<file path="src/rtl/fp16_div.sv">
// Purpose: IEEE 754 half-precision divider, result = a / b, truncating, flush-to-zero.
// Latency: 15 edges from accept (counting the accept edge) for normal operands, 1 edge for special cases.
// Backpressure: single operation in flight; in_ready low until result handshake, result held while out_ready low.
//
// Ports:
//   clk, rst_n          clock, asynchronous active-low reset
//   in_valid/in_ready   operand handshake for a (dividend) and b (divisor)
//   out_valid/out_ready result handshake
//   result              registered fp16 quotient
module fp16_div (
    input  logic        clk,
    input  logic        rst_n,
    input  logic        in_valid,
    output logic        in_ready,
    input  logic [15:0] a,
    input  logic [15:0] b,
    output logic        out_valid,
    input  logic        out_ready,
    output logic [15:0] result
);

    typedef enum logic [1:0] {
        IDLE = 2'd0,
        ITER = 2'd1,
        NORM = 2'd2,
        DONE = 2'd3
    } state_t;

    state_t state, state_nxt;

    logic [3:0]  cnt;
    logic [11:0] rem;
    logic [12:0] quo;
    logic [10:0] mb_r;
    logic [6:0]  exp_r;
    logic        sign_r;

    // ---------------- operand decode (combinational, used at accept) ----------------
    logic [4:0] a_exp, b_exp;
    logic [9:0] a_man, b_man;
    logic       a_zero, b_zero, a_inf, b_inf, a_nan, b_nan;
    logic       sign_in, is_special, accept;
    logic [15:0] spec_res;

    assign a_exp = a[14:10];
    assign b_exp = b[14:10];
    assign a_man = a[9:0];
    assign b_man = b[9:0];

    // Exponent zero covers both true zero and denormals, which are flushed.
    assign a_zero = (a_exp == 5'd0);
    assign b_zero = (b_exp == 5'd0);
    assign a_inf  = (a_exp == 5'h1F) && (a_man == 10'd0);
    assign b_inf  = (b_exp == 5'h1F) && (b_man == 10'd0);
    assign a_nan  = (a_exp == 5'h1F) && (a_man != 10'd0);
    assign b_nan  = (b_exp == 5'h1F) && (b_man != 10'd0);

    assign sign_in    = a[15] ^ b[15];
    assign is_special = a_nan | b_nan | a_inf | b_inf | a_zero | b_zero;
    assign accept     = in_valid && in_ready;

    // Special results in priority order; only meaningful when is_special.
    always_comb begin
        spec_res = {sign_in, 15'd0};
        if (a_nan || b_nan || (a_zero && b_zero) || (a_inf && b_inf)) begin
            spec_res = 16'h7E00;
        end else if (a_inf) begin
            spec_res = {sign_in, 5'h1F, 10'd0};
        end else if (b_zero) begin
            spec_res = {sign_in, 5'h1F, 10'd0};
        end else if (a_zero) begin
            spec_res = {sign_in, 15'd0};
        end else if (b_inf) begin
            spec_res = {sign_in, 15'd0};
        end
    end

    // ---------------- restoring division step ----------------
    logic        rem_ge;
    logic [11:0] rem_diff;

    assign rem_ge   = (rem >= {1'b0, mb_r});
    assign rem_diff = rem_ge ? (rem - {1'b0, mb_r}) : rem;

    // ---------------- normalisation and range check ----------------
    logic [9:0]  norm_mant;
    logic [6:0]  norm_exp;
    logic [15:0] norm_res;
    logic        norm_unused;

    // The quotient LSB only matters as a guard bit, and no rounding is done.
    assign norm_unused = quo[0];

    always_comb begin
        norm_mant = quo[11:2];
        norm_exp  = exp_r;
        if (!quo[12]) begin
            norm_mant = quo[10:1];
            norm_exp  = exp_r - 7'd1;
        end
        if ($signed(norm_exp) >= 7'sd31) begin
            norm_res = {sign_r, 5'h1F, 10'd0};
        end else if ($signed(norm_exp) <= 7'sd0) begin
            norm_res = {sign_r, 15'd0};
        end else begin
            norm_res = {sign_r, norm_exp[4:0], norm_mant};
        end
    end

    // ---------------- FSM ----------------
    always_ff @(posedge clk or negedge rst_n) begin
        if (!rst_n) begin
            state <= IDLE;
        end else begin
            state <= state_nxt;
        end
    end

    always_comb begin
        state_nxt = state;
        case (state)
            IDLE: if (accept) state_nxt = is_special ? DONE : ITER;
            ITER: if (cnt == 4'd12) state_nxt = NORM;
            NORM: state_nxt = DONE;
            DONE: if (out_ready) state_nxt = IDLE;
            default: state_nxt = IDLE;
        endcase
    end

    assign in_ready  = (state == IDLE);
    assign out_valid = (state == DONE);

    // ---------------- datapath ----------------
    always_ff @(posedge clk or negedge rst_n) begin
        if (!rst_n) begin
            cnt    <= 4'd0;
            rem    <= 12'd0;
            quo    <= 13'd0;
            mb_r   <= 11'd0;
            exp_r  <= 7'd0;
            sign_r <= 1'b0;
            result <= 16'h0000;
        end else begin
            case (state)
                IDLE: begin
                    if (accept) begin
                        sign_r <= sign_in;
                        rem    <= {2'b01, a_man};
                        mb_r   <= {1'b1, b_man};
                        exp_r  <= {2'b00, a_exp} - {2'b00, b_exp} + 7'd15;
                        quo    <= 13'd0;
                        cnt    <= 4'd0;
                        if (is_special) begin
                            result <= spec_res;
                        end
                    end
                end
                ITER: begin
                    quo <= {quo[11:0], rem_ge};
                    rem <= rem_diff << 1;
                    cnt <= cnt + 4'd1;
                end
                NORM: begin
                    result <= norm_res;
                end
                default: begin
                    // DONE: result held until the consumer takes it.
                end
            endcase
        end
    end

endmodule

</file>
<file path="config.mk">
export PLATFORM = sky130hd
export DESIGN_NAME = fp16_div
export DESIGN_NICKNAME = d
export VERILOG_FILES = /design/src/rtl/fp16_div.sv
export SDC_FILE = /design/constraint.sdc
export NUM_CORES = 1
export LEC_CHECK = 0
export BUFFER_PORTS_ARGS = -buffer_cell sky130_fd_sc_hd__buf_4
export CORE_ASPECT_RATIO = 0.6
export CORE_MARGIN = 3
export CORE_UTILIZATION = 44
export CTS_CLUSTER_SIZE = 8
export DETAILED_ROUTE_END_ITERATION = 16
export GPL_TIMING_DRIVEN = 0
export PLACE_DENSITY = 0.69
export SKIP_LAST_GASP = 1
export SLEW_MARGIN = 20
export SYNTH_ARGS = -nofsm -noshare
export SYNTH_HDL_FRONTEND = slang
export SYNTH_SLANG_ARGS = --single-unit
</file>
<file path="constraint.sdc">
create_clock -name clk -period 3.1 [get_ports clk]
set_clock_uncertainty 0.05 [all_clocks]
set_input_delay 0.62 -clock clk [delete_from_list [all_inputs] [get_ports clk]]
set_output_delay 0.62 -clock clk [all_outputs]
set_load 0.02 [all_outputs]
</file>
# ---- Word level (Yosys, flattened, before mapping)
# Cells that the tools add are included.
# W data, S select, Z words.
dict set report word_totals {
  register_bits 66
  output_inout_bits 18
  in_bits 36
  word_cells 77
}
dict set report classes {
  bitwise 6
  addsub 5
  eq_ne 10
  order_cmp 3
  n_reduce_logical 23
  mux 22
}
# operator n
set op_table {}
lappend op_table {{$mux W15} 4}
lappend op_table {{$mux W16} 3}
lappend op_table {{$pmux W16 S2} 1}
lappend op_table {{$pmux W13 S2} 1}
lappend op_table {{$pmux W12 S2} 1}
lappend op_table {{$logic_not A10 Y1} 2}
lappend op_table {{$reduce_bool A10 Y1} 2}
lappend op_table {{$mux W13} 1}
lappend op_table {{$ge A12 B11 Y1} 1}
lappend op_table {{$mux W12} 1}
lappend op_table {{$mux W11} 1}
lappend op_table {{$sub A11 B11 Y11} 1}
lappend op_table {{$eq A5 B5 Y1 const B} 2}
lappend op_table {{$logic_not A5 Y1} 2}
lappend op_table {{$mux W10} 1}
lappend op_table {{$mux W2} 4}
lappend op_table {{$pmux W2 S4} 1}
lappend op_table {{$pmux W4 S2} 1}
lappend op_table {{$add A6 B5 Y7 const B} 1}
lappend op_table {{$ge A7 B6 Y1 const B} 1}
lappend op_table {{$le A7 B1 Y1 const B} 1}
lappend op_table {{$logic_and A1 B1 Y1} 7}
lappend op_table {{$mux W7} 1}
lappend op_table {{$sub A7 B1 Y7 const B} 1}
lappend op_table {{15 further kinds} 27}

# ---- Depth between registers and ports, before layout
# Gate-level depths: netlist of the first run.
dict set report logic_depth {
  depth_word 10
  ltp_mapped 10
}

# ---- Least setup slack after synthesis of the first run
# No wires, ideal clock.
dict set report synth_timing {
  path_kind {flip-flop to flip-flop}
  startpoint {register rem[0]}
  endpoint {register rem[10]}
  arrival_time_ps 2354
  setup_time_ps 128
  setup_slack_ps 568
  path_stages_with_launch 11
  period_less_slack_ps 2532
  path_buffers 1
  path_cell_list {dfrtp_1 > inv_1 > ha_1 > fa_1 > nand2b_1 > a211oi_1 > nor3_1 > o21ai_1 > buf_2 > nor4b_1 > nor2_1}
}
dict set report synth_between {
  elab_chain_len 3
  elab_cells_between_ends 4
  classes_between {add/sub: 1; order compare: 1; mux: 2}
}
# item line_no
set synth_lines {}
lappend synth_lines {{start: declaration} 32} ;# logic [11:0] rem;
lappend synth_lines {{start signal: assignment} 148} ;# rem <= {2'b01, a_man};
lappend synth_lines {{start signal: assignment} 160} ;# rem <= rem_diff << 1;
lappend synth_lines {{$sub A11 B11 Y11 / $ge A12 B11 Y1 (equally long branches)} {83, 82}}
lappend synth_lines {{$mux W11 *} 83} ;# assign rem_diff = rem_ge ? (rem - {1'b0, mb_r}) : rem;
lappend synth_lines {{$pmux W12 S2 *} 144} ;# case (state)
# Every way passes the cells marked *; elsewhere a longest branch is shown, timed or not.
# A chain may end at the register's enable or synchronous reset.

# ---- Final worst setup path of the first run
# Ends and elaborated chain as after synthesis.

==> results of run 1 <==
sequential cells by signal, indices dropped and copies added (netlist names):
signal	cells
result	16
sign_r	1
state	2
rem	12
quo	13
cnt	4
exp_r	7
mb_r	11
worst max-delay path by stage:
stage | from | endpoint | slack, ps | cells after the start
after CTS | rem[0] | rem[10] | 130 | 10
after detailed placement | rem[0] | rem[10] | -70 | 10
after floorplan | rem[0] | rem[10] | 570 | 10
after global placement | rem[0] | rem[5] | -70 | 10
final | rem[0] | rem[10] | 200 | 10
after global routing | rem[0] | rem[10] | 120 | 10
cell type report:
cell class,count,area [µm²],area share [%]
multi-input combinational,342,2250,45.4
clock buffer,13,270,5.46
sequential,66,1650,33.4
timing repair buffer,55,413,8.34
clock inverter,2,35.0,0.708
tap,112,140,2.83
inverter,28,105,2.12
buffer,19,85.1,1.72
logic make-up after synthesis:
logic type / Yosys count
and+or+nand+nor: 146
AOI/OAI and AO/OA: 133
DFF: 66
buffers and inverters: 47
adders and majority gates: 26
muxes: 21
xor gates and xnor gates: 16
what timing repair did:
item                                    in CTS  in global routing
buffers inserted                             0                  2
endpoints found under the setup margin       2                  3
pin swaps                                    0                  1
resized for setup                            1                  0
power by group through the flow:
stage                     clock, mW  sequential (mW)  combinational [mW]
after CTS                      1.06             1.41                2.98
after global routing           1.10             1.46                3.42
after floorplan                   0             1.40                2.16
after global placement            0             1.41                2.89
final                          1.05             1.42                3.07
after detailed placement          0             1.42                2.95
per-stage QoR:
| stage | instances | hold slack, ps |
|---|---|---|
| 6_report | 637 | 341 |
| 3_3_place_gp | 620 | 419 |
| 5_1_grt | 637 | 432 |
| 4_1_cts | 635 | 392 |
| 2_1_floorplan | 455 | 274 |
| 3_5_place_dp | 620 | 426 |
per-layer routing:
layer / track usage [%] / vias to the layer above
li1: - / 1765
met4: 5.13 / 0
met3: 5.18 / 12
met5: 0 / -
met2: 29.8 / 116
met1: 34.9 / 1824
layout by cell type, fill, tap and decap left out, types with 9 or more instances in the layout:
cell type	synthesis	final
dfrtp_1	66	66
nand2_1	58	58
buf_4	1	56
o21ai_0	43	43
nor2_1	31	31
inv_1	28	28
ha_1	24	24
a21oi_1	23	23
mux2i_1	20	20
clkbuf_1	15	16
a22o_1	13	13
xnor2_1	12	12
nand3_1	11	11
o21ai_1	11	10
clkbuf_16	0	9
worst register-to-register path: stages, from the launching register on:
cell	delay [ps]
dfrtp_1	320
inv_1	80
ha_1	230
fa_1	400
nand2b_1	200
a211oi_1	380
nor3_1	170
o21ai_2	240
buf_2	300
nor4b_1	320
nor2_1	90
==> metrics.md, run 1 <==
| Metric | Value |
|---|---|
| RSZ-0062 raised after global routing | false |
| Synth top area share | roughly two fifths |
| Adder-Cell Fraction of Synth Area | under 10% |
| CTS clk-pin slew, worst paths | approximately 60 ps |
| DR vias | around 3700 |
| CP Buf/Inv Count | 2 |
| Share of cells above drive strength 1 | approximately 15% |
| Total GRT Usage | between 20% and 30% |
| Core ar. | between 8000 and 9000 µm² |
| Max-cap viol count | 0 |
| Final worst-path setup slack | 196 ps |
| Final setup vio count | 0 |
| Post-synth EDFFs | 0 |
| Routed length per instance | approximately 17 µm |
| CTS buffer count | 9 |
| First-pass GRT wire length | about 18 mm |
| Gpl congestion | 0.881 |
| Ys async rst share | 100% |
| Die height | 80.7 µm |
| Leak | roughly 2.3 nW |
| Routed WL | 11.1 mm |
| Post-synthesis compound-gate area fraction | 20.8% |
| CP max stage delay | approximately 400 ps |
| Combinational Power Share | approximately 55% |
| Synth-to-layout area growth | 21.1% |
| Post-Syn Instances | around 460 |
| Initial antenna violation count | 0 |
| # fillers | 803 |
| Ports | between 50 and 60 |
| Worst EP arrival | 3060 ps |
| Full die area | around 11000 µm² |
| Clock latency at the later pin of the worst-skew pair | 330 ps |
| Largest net degree at the start of global routing | 67 |
| Fin util | between 50% and 60% |
| Clock power frac | a little under a fifth |
| Routed wl met2 | 4.49 mm |
| Netlist cell types | between 50 and 60 |
| Pint | roughly 3.1 mW |
| Mux cell area share after synthesis | 5.17% |
| Dpl ws | -70.9 ps |
| Reg power frac | 25.6% |
| Post-route ant nets | 0 |
| WP data required | 3250 ps |
| Vias per cell | 5.84 |
| Sw Ratio | about 44% |
| Endpoint type of the worst setup path | register |
| M1 WL | 5.87 mm |
| TNS Setup | 0 ps |
| 1st-pass router iterations | 5 |
| Critical path class | reg -> reg |
| Critical path cell sequence | inv_1 > ha_1 > fa_1 > nand2b_1 > a211oi_1 > nor3_1 > o21ai_2 > buf_2 > nor4b_1 > nor2_1 |
| Crit path launch type | register |
| CTS tree | built |
| Fin. max-slew vios | 0 |
| Delay-heaviest family, CP | simple AND/OR/NAND/NOR gates |
| Final Cycle Share | roughly 94% |
| Syn_nets | ~520 |
| Largest area contributor in the netlist | dfrtp_1 |
| Post-route cell area | roughly 4900 µm² |
| Mapped Area | slightly above 4000 µm² |
| Syn. warnings | 0 |
| Nets | ~580 |
| Worst reg-to-reg path cell count | 10 |
| Status | complete, no violations |
| # rows | 26 |
| Most frequent cell after synthesis | dfrtp_1 |
| First DRT Iteration DRCs | approximately 360 |
| Reg-to-reg critical path startpoint | rem[0] |
| Sequential cell area fraction in the yosys report | roughly two fifths |
| Most area-consuming cells after synthesis | dfrtp_1, ha_1, nand2_1 |
| Sink Count | 66 |
| Worst path slowest cell | fa_1 |
| PD cells | approximately 1100 nW/µm² |
| R2R Setup Slk | around 200 ps |
| Post-Synth Simple-Gate Area | about 17% |
| Root Buffer | clkbuf_16 |
| Crit Path Max Fanout | 10 |
| Yosys reg bits | 66 |
| Metal3 WL | roughly 650 µm |
| Largest family of logic cells by synthesized area | compound AO/OA/AOI/OAI gates |
| Clock Path Buffers | 2 |
| Type of the worst min-delay path | in -> async |
| XOR/XNOR share of the synthesized area | around 3.4% |
| RR Endpoint | rem[10] |
| Overall Power | between 5 and 6 mW |
| Vias in the first global route | about 3500 |
| Width of the die | 130 µm |
| Post-DP HPWL | 8.30 mm |
| Starting density of the core | roughly 47% |
| Uppermost layer routed | met4 |
| DP Area | between 4000 and 5000 µm² |
| Antenna diode count | 0 |
| Tmin final | a little under 3000 ps |
| H-tree levels | 3 |
| IO buf count | 53 |
| Synth top cells by count | dfrtp_1, nand2_1, o21ai_0 |
| Grt ovf | 0 |
| Syn_area_per_cell | 8.98 µm² |
| Pin slew with the least headroom to its limit | about 860 ps |
| Post-CTS Hold Buffers | 0 |
| Main synth FF type | dfrtp_1 |
| Final Hold Viols | 0 |
| Max Fclk | around 0.34 GHz |
| Headroom to the max-slew limit | a little over two fifths |
| Worst vdd ir | about 0.00045 V |
| Residual DRC | 0 |
| Sw Pwr | about 2.5 mW |
Power figures use the tool's default switching activity.
==> inputs of run 2 (changes only) <==
--- a/config.mk
+++ b/config.mk
@@ -12,6 +12,7 @@
 export CTS_CLUSTER_SIZE = 8
 export DETAILED_ROUTE_END_ITERATION = 16
 export GPL_TIMING_DRIVEN = 0
+export MAX_ROUTING_LAYER = met4
 export PLACE_DENSITY = 0.69
 export SKIP_LAST_GASP = 1
 export SLEW_MARGIN = 20
==> metrics.md, run 2 (synthesis gave the netlist of run 1 again) <==
| Metric | Value |
|---|---|
| Worst vdd ir | approximately 0.00042 V |
| Sw Ratio | between 40% and 50% |
| Grt ovf | 0 |
| Final worst-path setup slack | roughly 270 ps |
| Vias in the first global route | roughly 3500 |
| CTS tree | built |
| Starting density of the core | between 40% and 50% |
| Endpoint type of the worst setup path | register |
| First-pass GRT wire length | 18.1 mm |
| Type of the worst min-delay path | in -> async |
| Max Fclk | roughly 0.35 GHz |
| IO buf count | between 50 and 60 |
| Top reg by flops | result |
| Crit path launch type | register |
| Sink Count | 66 |
| Status | complete, no violations |
| Most frequent cells in the layout | dfrtp_1, nand2_1, buf_4 |
| Largest register FFs | 16 |
| PD cells | 1100 nW/µm² |
| Max-cap viol count | 0 |
| Full die area | between 10000 and 15000 µm² |
| Post-DP HPWL | between 8 and 9 mm |
| RSZ-0062 raised after global routing | false |
| Most common cell after layout, fill and taps aside | dfrtp_1 |
| Largest net degree at the start of global routing | 67 |
| Residual DRC | 0 |
| Crit Path Max Fanout | 10 |
| Die height | roughly 81 µm |
| 1st-pass router iterations | 5 |
| Share of cells above drive strength 1 | roughly 16% |
| Fin. max-slew vios | 0 |
| Largest registers | result x16, quo x13, rem x12 |
| Pint | 2.96 mW |
| Antenna diode count | 0 |
| Post-route ant nets | 0 |
| Final setup vio count | 0 |
| Critical path class | reg -> reg |
| Combinational Power Share | 56.4% |
| Ports | between 50 and 60 |
| Gpl congestion | roughly 0.9 |
| CTS buffer count | 9 |
| H-tree levels | 3 |
| Nets | just under 600 |
| Sw Pwr | approximately 2.5 mW |
| # rows | 26 |
| Core ar. | slightly below 9000 µm² |
| Total GRT Usage | 23.1% |
| Vias per cell | 5.71 |
| DR vias | ~3600 |
| Dpl ws | -96.6 ps |
| Routed length per instance | roughly 17 µm |
| Width of the die | 130 µm |
| Reg power frac | between 20% and 30% |
| Initial antenna violation count | 0 |
| Synth-to-layout area growth | 20.5% |
| Tmin final | between 2000 and 3000 ps |
| Worst EP arrival | slightly below 3000 ps |
| Overall Power | about 5.4 mW |
| First DRT Iteration DRCs | between 300 and 400 |
| Headroom to the max-slew limit | roughly two fifths |
| Clock power frac | roughly 18% |
| Final Cycle Share | approximately 90% |
| CTS clk-pin slew, worst paths | about 60 ps |
| Final Hold Viols | 0 |
| WP data required | 3220 ps |
| Routed WL | ~11 mm |
| Clock Path Buffers | 2 |
| Pin slew with the least headroom to its limit | a little under 900 ps |
| Leak | around 2.2 nW |
| Clock latency at the later pin of the worst-skew pair | 340 ps |
| Root Buffer | clkbuf_16 |
==> run 2: changes by cell type in the layout (fill, tap and decap cells not counted), sizes merged <==
cell,previous run,this run
bufinv,1,0
clkinvlp,0,3
inv,28,29
clkinv,1,2
clkbuf,28,25
==> run 2: layout make-up <==
| cell class | count | area, µm² |
|---|---|---|
| fill | 789 | 3860 |
| multi-input combinational | 342 | 2250 |
| sequential | 66 | 1650 |
| timing repair buffer | 55 | 413 |
| clock buffer | 10 | 239 |
| tap | 112 | 140 |
| inverter | 28 | 105 |
| buffer | 19 | 85.1 |
| clock inverter | 6 | 41.3 |
==> run 2: per-layer routing <==
| layer | share of wire [%] | track usage (%) | wire length, µm | up-vias |
|---|---|---|---|---|
| li1 | - | - | - | 1760 |
| met1 | 51 | 35.3 | 5690 | 1744 |
| met2 | 40 | 29.9 | 4390 | 129 |
| met3 | 7.8 | 5.78 | 865 | 11 |
| met4 | 1.0 | 6.16 | 113 | 0 |
| met5 | 0 | - | 0 | - |
==> run 2: path summary, 6_finish.rpt <==
check / endpoint / start / slack [ps] / depth (start not counted)
max: rem[5] / rem[0] / 270 / 10
min: exp_r[3] / rst_n / 340 / 1
max reg2reg: rem[5] / rem[0] / 270 / 10
min reg2reg: result[13] / result[13] / 430 / 2
max in group asynchronous: rem[5] / rst_n / 2120 / 1
min in group clk: result[13] / result[13] / 430 / 2
==> run 2: power groups by stage <==
stage                     sequential [mW]  clock (mW)  combinational (mW)
after floorplan                      1.40           0                2.16
after global placement               1.41           0                2.90
after detailed placement             1.42           0                2.94
after CTS                            1.41       0.969                2.99
after global routing                 1.46        1.01                3.42
final                                1.42       0.951                3.06
==> run 2: worst max-delay path, stage by stage (launching register included) <==
cell,delay [ps]
dfrtp_1,320
inv_1,80
ha_1,240
fa_1,400
nand2b_1,190
a211oi_1,350
nor3_1,180
o21ai_2,240
buf_2,290
mux2i_1,220
a21oi_1,120
==> run 2: through the flow <==
| stage | hold WS (ps) | instance area [µm²] | std cells | utilization (%) | setup TNS [ps] |
|---|---|---|---|---|---|
| finish | 337 | 4920 | 638 | 56.1 | 0 |
| detailed placement | 426 | 4630 | 620 | 52.7 | -239 |
| CTS | 379 | 4910 | 636 | 55.9 | 0 |
| global route | 420 | 4920 | 638 | 56.1 | 0 |
| floorplan | 274 | 4090 | 455 | - | 0 |
| global placement | 418 | 4630 | 620 | 52.7 | -137 |
==> run 2: repair_timing <==
item	in CTS	in global routing
pin swaps	0	1
endpoints found under the setup margin	4	4
gates resized for setup	1	0
setup buffers	0	2
hold buffers	0	0
